<file path="src/rtl/ras_pkg.sv">
// Shared configuration and types for the multi-thread checkpointed return-address stack.
package ras_pkg;

  localparam int WIDTH       = 31;
  localparam int DEPTH       = 16;
  localparam int NUM_THREADS = 2;
  localparam int CKPT_DEPTH  = 8;
  localparam int ADDR        = $clog2(DEPTH);
  localparam int TW          = (NUM_THREADS > 1) ? $clog2(NUM_THREADS) : 1;
  localparam int CW          = $clog2(CKPT_DEPTH);

  // One extra bit lets head/tail distinguish full from empty.
  function automatic int ckpt_ptr_w();
    return CW + 1;
  endfunction

  function automatic int mem_idx_w();
    return TW + ADDR;
  endfunction

  typedef struct packed {
    logic [ADDR-1:0]  tosp;
    logic [ADDR:0]    count;
    logic [WIDTH-1:0] top;
  } ras_ckpt_t;

  typedef struct packed {
    logic [ADDR-1:0] tosp;
    logic [ADDR:0]   count;
  } ras_thread_t;

endpackage

</file>
<file path="src/rtl/ras_ckpt_queue.sv">
// Circular checkpoint FIFO for one thread: allocate at tail, retire at head,
// truncate tail back to just past a restored slot.
module ras_ckpt_queue
  import ras_pkg::*;
(
  input  logic            clk,
  input  logic            rst_ni,
  input  logic            clr_i,
  input  logic            alloc_i,
  input  ras_ckpt_t       alloc_data_i,
  input  logic            commit_i,
  input  logic            restore_i,
  input  logic [CW-1:0]   restore_id_i,
  output logic            alloc_ok_o,
  output logic [CW-1:0]   alloc_id_o,
  output logic            full_o,
  output logic            id_valid_o,
  output ras_ckpt_t       restore_data_o
);

  localparam int PW = ckpt_ptr_w();

  logic [PW-1:0] head_q, head_d, tail_q, tail_d, occ, off;
  logic          empty;
  ras_ckpt_t     slot_q [CKPT_DEPTH];

  assign occ            = tail_q - head_q;
  assign full_o         = (occ == PW'(CKPT_DEPTH));
  assign empty          = (occ == '0);
  // Distance of the requested slot from head; live slots satisfy off < occ.
  assign off            = {1'b0, restore_id_i - head_q[CW-1:0]};
  assign id_valid_o     = (off < occ);
  assign alloc_ok_o     = alloc_i && !full_o;
  assign alloc_id_o     = tail_q[CW-1:0];
  assign restore_data_o = slot_q[restore_id_i];

  always_comb begin
    head_d = head_q;
    tail_d = tail_q;
    if (commit_i && !empty) head_d = head_q + PW'(1);
    if (restore_i) begin
      if (id_valid_o) tail_d = head_q + off + PW'(1);
    end else if (alloc_ok_o) begin
      tail_d = tail_q + PW'(1);
    end
  end

  always_ff @(posedge clk or negedge rst_ni) begin
    if (!rst_ni) begin
      head_q <= '0;
      tail_q <= '0;
    end else if (clr_i) begin
      head_q <= '0;
      tail_q <= '0;
    end else begin
      head_q <= head_d;
      tail_q <= tail_d;
    end
  end

  always_ff @(posedge clk) begin
    if (alloc_ok_o && !restore_i) slot_q[alloc_id_o] <= alloc_data_i;
  end

`ifndef SYNTHESIS
  a_commit_nonempty: assert property (@(posedge clk) disable iff (!rst_ni || clr_i)
    commit_i |-> !empty);
  a_restore_in_range: assert property (@(posedge clk) disable iff (!rst_ni || clr_i)
    restore_i |-> id_valid_o);
`endif

endmodule

</file>
<file path="src/rtl/ras_mt_ckpt.sv">
// Multi-thread speculative return-address stack with per-thread checkpoint
// queues; restore rewinds pointers and repairs the entry that was on top.
module ras_mt_ckpt
  import ras_pkg::*;
(
  input  logic                   clk,
  input  logic                   rst_ni,
  input  logic                   rst_i,
  input  logic [TW-1:0]          tid_i,
  input  logic                   push_i,
  input  logic                   pop_i,
  input  logic [WIDTH-1:0]       din_i,
  output logic [WIDTH-1:0]       dout_o,
  output logic                   valid_o,
  input  logic                   ckpt_i,
  output logic                   ckpt_ok_o,
  output logic [CW-1:0]          ckpt_id_o,
  output logic [NUM_THREADS-1:0] ckpt_full_o,
  input  logic                   commit_i,
  input  logic [TW-1:0]          commit_tid_i,
  input  logic                   restore_i,
  input  logic [TW-1:0]          restore_tid_i,
  input  logic [CW-1:0]          restore_id_i
);

  localparam int MW = mem_idx_w();

  function automatic logic [MW-1:0] idx(input logic [TW-1:0] t, input logic [ADDR-1:0] a);
    return {t, a};
  endfunction

  ras_thread_t      st_q [NUM_THREADS];
  ras_thread_t      st_d [NUM_THREADS];
  logic [WIDTH-1:0] mem_q [NUM_THREADS*DEPTH];

  logic [NUM_THREADS-1:0] sel, rs, psh, pp, ck_req, cm, ok, idv, we;
  logic [ADDR-1:0]        waddr [NUM_THREADS];
  logic [WIDTH-1:0]       wdata [NUM_THREADS];
  ras_ckpt_t              ckd   [NUM_THREADS];
  ras_ckpt_t              rdata [NUM_THREADS];
  logic [CW-1:0]          id_a  [NUM_THREADS];
  ras_thread_t            cur;

  always_comb begin
    for (int t = 0; t < NUM_THREADS; t++) begin
      sel[t]    = (tid_i == TW'(t));
      rs[t]     = restore_i && (restore_tid_i == TW'(t));
      psh[t]    = push_i && sel[t] && !rs[t];
      pp[t]     = pop_i && sel[t] && !rs[t];
      ck_req[t] = ckpt_i && sel[t] && !rs[t];
      cm[t]     = commit_i && (commit_tid_i == TW'(t));
      st_d[t]   = st_q[t];
      we[t]     = 1'b0;
      waddr[t]  = st_q[t].tosp;
      wdata[t]  = din_i;
      if (rs[t]) begin
        if (idv[t]) begin
          st_d[t].tosp  = rdata[t].tosp;
          st_d[t].count = rdata[t].count;
          we[t]         = 1'b1;
          waddr[t]      = rdata[t].tosp;
          wdata[t]      = rdata[t].top;
        end
      end else if (psh[t] && pp[t]) begin
        // Tail call replaces the top; an empty stack behaves like a push.
        if (st_q[t].count == '0) begin
          st_d[t].tosp  = st_q[t].tosp + ADDR'(1);
          st_d[t].count = (ADDR+1)'(1);
        end
        we[t]    = 1'b1;
        waddr[t] = st_d[t].tosp;
      end else if (psh[t]) begin
        st_d[t].tosp = st_q[t].tosp + ADDR'(1);
        if (st_q[t].count != (ADDR+1)'(DEPTH)) st_d[t].count = st_q[t].count + (ADDR+1)'(1);
        we[t]    = 1'b1;
        waddr[t] = st_d[t].tosp;
      end else if (pp[t] && st_q[t].count != '0) begin
        st_d[t].tosp  = st_q[t].tosp - ADDR'(1);
        st_d[t].count = st_q[t].count - (ADDR+1)'(1);
      end
      // Snapshot reflects this cycle's push/pop, so forward din_i when written.
      ckd[t].tosp  = st_d[t].tosp;
      ckd[t].count = st_d[t].count;
      ckd[t].top   = we[t] ? din_i : mem_q[idx(TW'(t), st_d[t].tosp)];
    end
  end

  for (genvar g = 0; g < NUM_THREADS; g++) begin : g_q
    ras_ckpt_queue u_q (
      .clk            (clk),
      .rst_ni         (rst_ni),
      .clr_i          (rst_i),
      .alloc_i        (ck_req[g]),
      .alloc_data_i   (ckd[g]),
      .commit_i       (cm[g]),
      .restore_i      (rs[g]),
      .restore_id_i   (restore_id_i),
      .alloc_ok_o     (ok[g]),
      .alloc_id_o     (id_a[g]),
      .full_o         (ckpt_full_o[g]),
      .id_valid_o     (idv[g]),
      .restore_data_o (rdata[g])
    );
  end

  always_ff @(posedge clk or negedge rst_ni) begin
    if (!rst_ni) begin
      for (int t = 0; t < NUM_THREADS; t++) st_q[t] <= '0;
    end else if (rst_i) begin
      for (int t = 0; t < NUM_THREADS; t++) st_q[t] <= '0;
    end else begin
      for (int t = 0; t < NUM_THREADS; t++) st_q[t] <= st_d[t];
    end
  end

  always_ff @(posedge clk) begin
    for (int t = 0; t < NUM_THREADS; t++) begin
      if (we[t] && !rst_i) mem_q[idx(TW'(t), waddr[t])] <= wdata[t];
    end
  end

  assign cur       = st_q[tid_i];
  assign valid_o   = (cur.count != '0);
  assign dout_o    = valid_o ? mem_q[idx(tid_i, cur.tosp)] : '0;
  assign ckpt_ok_o = (|ok) && !rst_i;
  assign ckpt_id_o = id_a[tid_i];

endmodule
</file>
<file path="config.mk">
export PLATFORM = sky130hd
export DESIGN_NAME = ras_mt_ckpt
export DESIGN_NICKNAME = d
export VERILOG_FILES = /design/src/rtl/ras_pkg.sv /design/src/rtl/ras_ckpt_queue.sv /design/src/rtl/ras_mt_ckpt.sv
export SDC_FILE = /design/constraint.sdc
export NUM_CORES = 2
export LEC_CHECK = 0
export CAP_MARGIN = 5
export CORE_ASPECT_RATIO = 0.75
export CORE_MARGIN = 2
export CORE_UTILIZATION = 58
export DETAILED_ROUTE_END_ITERATION = 8
export PLACE_DENSITY = 0.82
export SLEW_MARGIN = 20
export SYNTH_ARGS = -nofsm -noshare
export SYNTH_HDL_FRONTEND = slang
export SYNTH_SLANG_ARGS = --single-unit
</file>
<file path="constraint.sdc">
create_clock -name clk -period 7.65 [get_ports clk]
set_input_delay 2.295 -clock clk [delete_from_list [all_inputs] [get_ports clk]]
set_output_delay 2.295 -clock clk [all_outputs]
set_load 0.02 [all_outputs]
</file>
Yosys cells after proc, flatten, opt, wreduce, memory -nomap -nowiden
Memories as Yosys holds them, arrays and structs flattened.
Index checks and enable logic that the tools add are counted.
{"block": "word_totals", "ramBits": 1632, "memories": 3, "out_inout_bits": 38, "input_bits": 45, "regBits": 34}
{"block": "op_classes", "n_bitwise": 4, "eq_ne": 6, "reduce_logical": 50, "addsub": 20, "magnitude_cmp": 3, "n_mux": 64}
{"memory": "mem_q", "depth": 32, "word_bits": 31, "read_ports": 3, "rd_ports_with_merged_regs": 0, "wr": 2, "line": "ras_mt_ckpt.sv:34", "rtl": "logic [WIDTH-1:0] mem_q [NUM_THREADS*DEPTH];"}
{"memory": "g_q[0].u_q.slot_q", "depth": 8, "word_bits": 40, "read_ports": 1, "rd_ports_with_merged_regs": 0, "wr": 1, "line": "ras_ckpt_queue.sv:25", "rtl": "ras_ckpt_t slot_q [CKPT_DEPTH];"}
{"memory": "g_q[1].u_q.slot_q", "depth": 8, "word_bits": 40, "read_ports": 1, "rd_ports_with_merged_regs": 0, "wr": 1, "line": "ras_ckpt_queue.sv:25"}
{"op": "$mux W31", "count": 7}
{"op": "$mux W9", "count": 15}
{"op": "$mux W4", "count": 20}
{"op": "$add A4 B1 Y4 const B", "count": 8}
{"op": "$logic_and A1 B1 Y1", "count": 29}
{"op": "$mux W18", "count": 1}
{"op": "$mux W1", "count": 16}
{"op": "$reduce_bool A5 Y1", "count": 3}
{"op": "$add A5 B1 Y5 const B", "count": 2}
{"op": "$logic_not A5 Y1", "count": 2}
{"op": "$mux W5", "count": 2}
{"op": "$ne A5 B5 Y1 const B", "count": 2}
{"op": "$sub A5 B1 Y5 const B", "count": 2}
{"op": "$mux W3", "count": 3}
{"op": "$add A4 B3 Y4", "count": 2}
{"op": "$eq A4 B4 Y1 const B", "count": 2}
{"op": "$logic_not A4 Y1", "count": 2}
{"op": "$lt A3 B4 Y1", "count": 2}
{"op": "$sub A4 B1 Y4 const B", "count": 2}
{"op": "$sub A4 B4 Y4", "count": 2}
{"op": "$logic_not A1 Y1", "count": 7}
{"op": "$ne A3 B3 Y1 const B", "count": 2}
{"op": "$reduce_bool A3 Y1", "count": 2}
{"op": "$sub A3 B3 Y3", "count": 2}
{"op": "other kinds (6)", "count": 10}

Longest topological paths before layout
An unclocked memory read counts as a cell.
{"block": "depth", "ltp_word": 11, "ltp_mapped": 22, "depth_no_buf": 17}

Cells and area by module
Synthesis repeated with hierarchy kept, for this count alone.
{"block": "unflattened", "hier_cells": 4959, "area_unflattened_um2": 76276.9}
{"mod": "ras_mt_ckpt", "seq_area_each_um2": 30239.0, "cells_per_inst": 3829, "n_inst": 1, "area_per_inst_um2": 50502.2}
{"mod": "ras_ckpt_queue", "seq_area_each_um2": 9809.4, "cells_per_inst": 565, "n_inst": 2, "area_per_inst_um2": 12887.4}

Worst setup path before layout
No wires, ideal clock.
{"block": "synth_timing", "path_type": "input to register", "startpoint": "input restore_id_i[2]", "endpoint": "memory mem_q[0][0] (enable)", "arrival_ps": 7377, "n_path_buf": 5, "stages": 16, "setup_time_ps": 419, "setup_slack_ps": -146, "cell_sequence": "clkbuf_1 -> buf_1 -> clkbuf_1 -> clkbuf_1 -> buf_1 -> xnor2_1 -> ha_1 -> nor2_1 -> o2bb2ai_1 -> nor4_1 -> nor2_1 -> o22ai_1 -> a31oi_1 -> nor4_1 -> nand2_1 -> nor2_1"}
{"item": "from (decl)", "line": "ras_mt_ckpt.sv:23", "rtl": "input logic [CW-1:0] restore_id_i"}
{"item": "to (decl)", "line": "ras_mt_ckpt.sv:34"}

Final worst setup path
{"block": "layout_timing", "startpoint": "input tid_i", "endpoint": "output dout_o[23]"}
{"block": "layout_between", "elab_chain_cells": 6, "word_cells_on_any_way": 7}
{"item": "from (decl)", "line": "ras_mt_ckpt.sv:9", "rtl": "input logic [TW-1:0] tid_i,"}
{"item": "$not A1 Y2 (not written as such)", "line": "ras_mt_ckpt.sv:122", "rtl": "assign cur = st_q[tid_i];"}
{"item": "$mux W9 (not written as such) (3 in series)", "line": "ras_mt_ckpt.sv:122"}
{"item": "$mem_v2 Z32 W31 / $reduce_bool A5 Y1 (equally long branches)"}
{"item": "$mux W31 (*)", "line": "ras_mt_ckpt.sv:124", "rtl": "assign dout_o = valid_o ? mem_q[idx(tid_i, cur.tosp)] : '0;"}
{"item": "to (decl)", "line": "ras_mt_ckpt.sv:13", "rtl": "output logic [WIDTH-1:0] dout_o,"}
Mark *: on every way between the ends. The rest lies on a longest branch, timed or not. The select of a mux whose other input is x is not followed.

==> impl_results.md <==
* Clock sink total at roughly 1700
* First-pass GRT wire length at 329 mm
* RSZ-0062 raised after global routing: true
* Post-synth ARST share at 0.0204
* Top_reg_cell synth: edfxtp_1
* Worst setup path endpoint: dout_o[23]
* Combinational Power Share at 0.388
* Commonest non-fill, non-tap cells in the layout: edfxtp_1, nand2_1, mux4_2
* Largest net degree at the start of global routing at 107
* DRC Markers at 0
* Final hold violation count at 0
* Die height at between 300 and 400 um
* Slew Limit Headroom at 0.161
* YS warnings at 0
* Crit-path slowest cell: clkdlybuf4s50_1
* Worst Max-Slew Pin Slew at 1.26 ns
* H-tree depth at 4
* Number of maximum-capacitance violations at 0
* Pre-antenna DRT Iters at 7
* Fmax at 130 MHz
* CORE AREA at 129000 um^2
* RePlAce Congestion at between 0.9 and 1
* Vias per inst at roughly 7.2
* Row Count at 114
* Final setup viols at 3
* Number of synthesized register bits at around 1700
* Fin. max-slew vios at 0
* Worst Min Path Start: g_q[0].u_q.tail_q[0]
* Switching Fraction at 0.376
* Sequential share of the synthesized area at 0.664
* Max IR drop VDD at 335 uV
* Most common cell after layout, fill and taps aside: edfxtp_1
* Post-synth EDFFs at 1632
* Critical path class: in2out
* Post-DRT Antenna Nets at 0
* Met3 Usage GRT at 0.130
* Die width at 419 um
* Synthesized cell area at 75100 um^2
* Net switching power at 12.4 mW
* CTS tree: built
* Worst setup SP type: input port
* Clock slew at reported path FFs at approximately 0.070 ns
* Root Buffer Master: clkbuf_16
* Clock power frac at 0.229
* Vias at 51026
* Mapped Cells at 5026
* Critical path endpoint category: primary output
* Initial Utilization at 0.583
* Util after Layout at 0.661
* Flop2flop setup slack at ~2.0 ns
* Wire length per cell at 32.1 um
* Cell mode on critical path: buf_4
* Fin worst setup slack at -0.0149 ns
* Syn nets at 5108
* CP Data Required Time at 5.36 ns
* Worst path max stage delay at 0.62 ns
* Pint at slightly above 20 mW
* Number of cells on the worst reg-to-reg path at 16
* Buffers on Ports at about 80
* Syn avg cell area at 14.9 um^2
* # IOs at 83
* Hold_buf cts at 0
* Tcrit/Tclk final at 1.00
* Worst Hold Slack at 0.585 ns
* Failing checks: setup timing
* Synth unique cells at 76
* Clk buf depth at 3
* Status: complete, but fails checks
* Layout Skew at 0.0351 ns
* Share of cells above drive strength 1 at 0.204
* Busiest grt layer: met2
* WL final at roughly 230 mm
* Worst-path maximum fanout at 14
* FF-to-FF Start: g_q[0].u_q.head_q[0]
* Critical R2R Capture: g_q[0].u_q.slot_q[6][11]
* Clock latency at the later pin of the worst-skew pair at 0.83 ns
* Met1 Resource Use GR at 0.463
* Data arrival time of the critical path at 5.37 ns
* Hpwl dp at 138 mm
* Final worst path period need at between 7 and 8 ns
* Area Overhead vs Synth at 13.3%
* CP Launch Point: tid_i
* Power share of the sequential group at 0.383
* Worst path cell trace: buf_4 -> mux2i_4 -> buf_12 -> buf_12 -> mux4_2 -> nand2_1 -> and3_1 -> a311oi_1 -> buf_4 -> a31oi_2 -> nor2_1 -> buf_4 -> clkdlybuf4s50_1
* Overall power at approximately 33 mW
* Vias in the first global route at 50182
* Placement Setup Slack at -0.00219 ns
* Tot GR Track Use at 0.342
* Met2 GRT Util at 0.482
* Post-CTS Setup Inserts at 0
* # nets final at 5296
* Pleak at 28.5 nW
* Drt initial violations at 9416
* Total CTS buffers at 151
* Antenna violations before repair at 5
* Die area at 132000 um^2
* Power Density at 387 nW/um^2
* Min-delay worst type: reg2reg
* Grt total ovfl at 0
[per-stage QoR]
stage | TNS [ns] | instance area [um^2] | cells
3_5_place_dp | -0.00219 | 80000 | 6799
5_1_grt | -0.0215 | 85100 | 7080
4_1_cts | 0 | 84900 | 7077
6_report | -0.0337 | 85100 | 7083
2_1_floorplan | -21.60 | 75100 | 5026
3_3_place_gp | 0 | 80000 | 6799
[per-layer routing]
layer	part of all wire	up-vias	routed length [um]
met3	0.18	1067	41700
met1	0.33	24650	74700
met4	0.066	0	14900
met2	0.42	5205	95800
met5	0	-	0
li1	-	20104	-
[cells in the mapped netlist, drive strengths merged, types with 19 or more instances]
library cell | count | area (um^2)
edfxtp | 1632 | 49000
and3 | 38 | 238
clkbuf | 216 | 811
mux2 | 25 | 282
nand2 | 995 | 3740
nor4 | 19 | 125
nand3 | 274 | 1370
and4 | 20 | 175
a211oi | 32 | 258
a221o | 20 | 200
buf | 142 | 658
ha | 32 | 400
a31oi | 49 | 322
o22ai | 54 | 338
a21oi | 132 | 672
dfrtp | 34 | 851
o2bb2ai | 20 | 175
nand4 | 51 | 319
a311oi | 33 | 289
mux2i | 200 | 2010
a32oi | 92 | 806
mux4 | 410 | 9230
nor2 | 212 | 801
o21ai | 52 | 260
inv | 38 | 145
nor3 | 36 | 180
[state kept, by name, summed over array words and instances (netlist names)]
register	flops
st_q	18
g_q.u_q.head_q	8
g_q.u_q.tail_q	8
g_q.u_q.slot_q	640
mem_q	992
[worst min-delay path by stage]
stage                                 endpoint  slack, ns  depth (start not counted)
after floorplan           g_q[0].u_q.tail_q[0]       0.52                          2
after global placement    g_q[1].u_q.tail_q[3]       0.54                          2
after detailed placement  g_q[0].u_q.tail_q[0]       0.56                          2
after CTS                 g_q[0].u_q.tail_q[0]       0.58                          2
after global routing      g_q[0].u_q.tail_q[0]       0.61                          2
final                     g_q[0].u_q.tail_q[0]       0.59                          2
[power groups by stage]
stage | clock network (mW) | logic, mW | registers [mW]
2_1_floorplan | 0 | 7.12 | 12.6
3_3_place_gp | 0 | 11.5 | 12.7
3_5_place_dp | 0 | 11.9 | 12.8
4_1_cts | 7.54 | 12.1 | 12.6
5_1_grt | 7.88 | 13.2 | 12.6
6_report | 7.54 | 12.7 | 12.6
[cells by family after synthesis]
group / synth area share
XOR/XNOR: 0.00303
multiplexers: 0.154
AND/OR/NAND/NOR: 0.0973
flip-flops: 0.664
adder cells (fa/ha/maj): 0.00667
buffers and inverters: 0.0216
AO/OA/AOI/OAI: 0.0536
[cell type report]
type / count / area [um^2]
diodes: 4 / 10.0
clock buffers: 183 / 3930
clock inverters: 95 / 887
fillers: 8324 / 43600
inverters: 39 / 159
multi-input cells: 2963 / 24200
flip-flops and latches: 1666 / 49900
well taps: 1740 / 2180
repair buffers: 393 / 3800
[worst max-delay path, delay by kind of cell]
family / cells / cell delay, ns
AOI/OAI and AO/OA: 2 / 0.54
muxes: 2 / 0.54
buffers and inverters: 6 / 1.56
and+or+nand+nor: 3 / 0.41
[timing repair]
action | in CTS | in global routing
pin swaps | 0 | 0
hold endpoints to repair | 0 | 0
gates resized for setup | 1 | 15
cloned | 0 | 0
endpoints found under the setup margin | 1 | 12
Power figures use the tool's default switching activity.
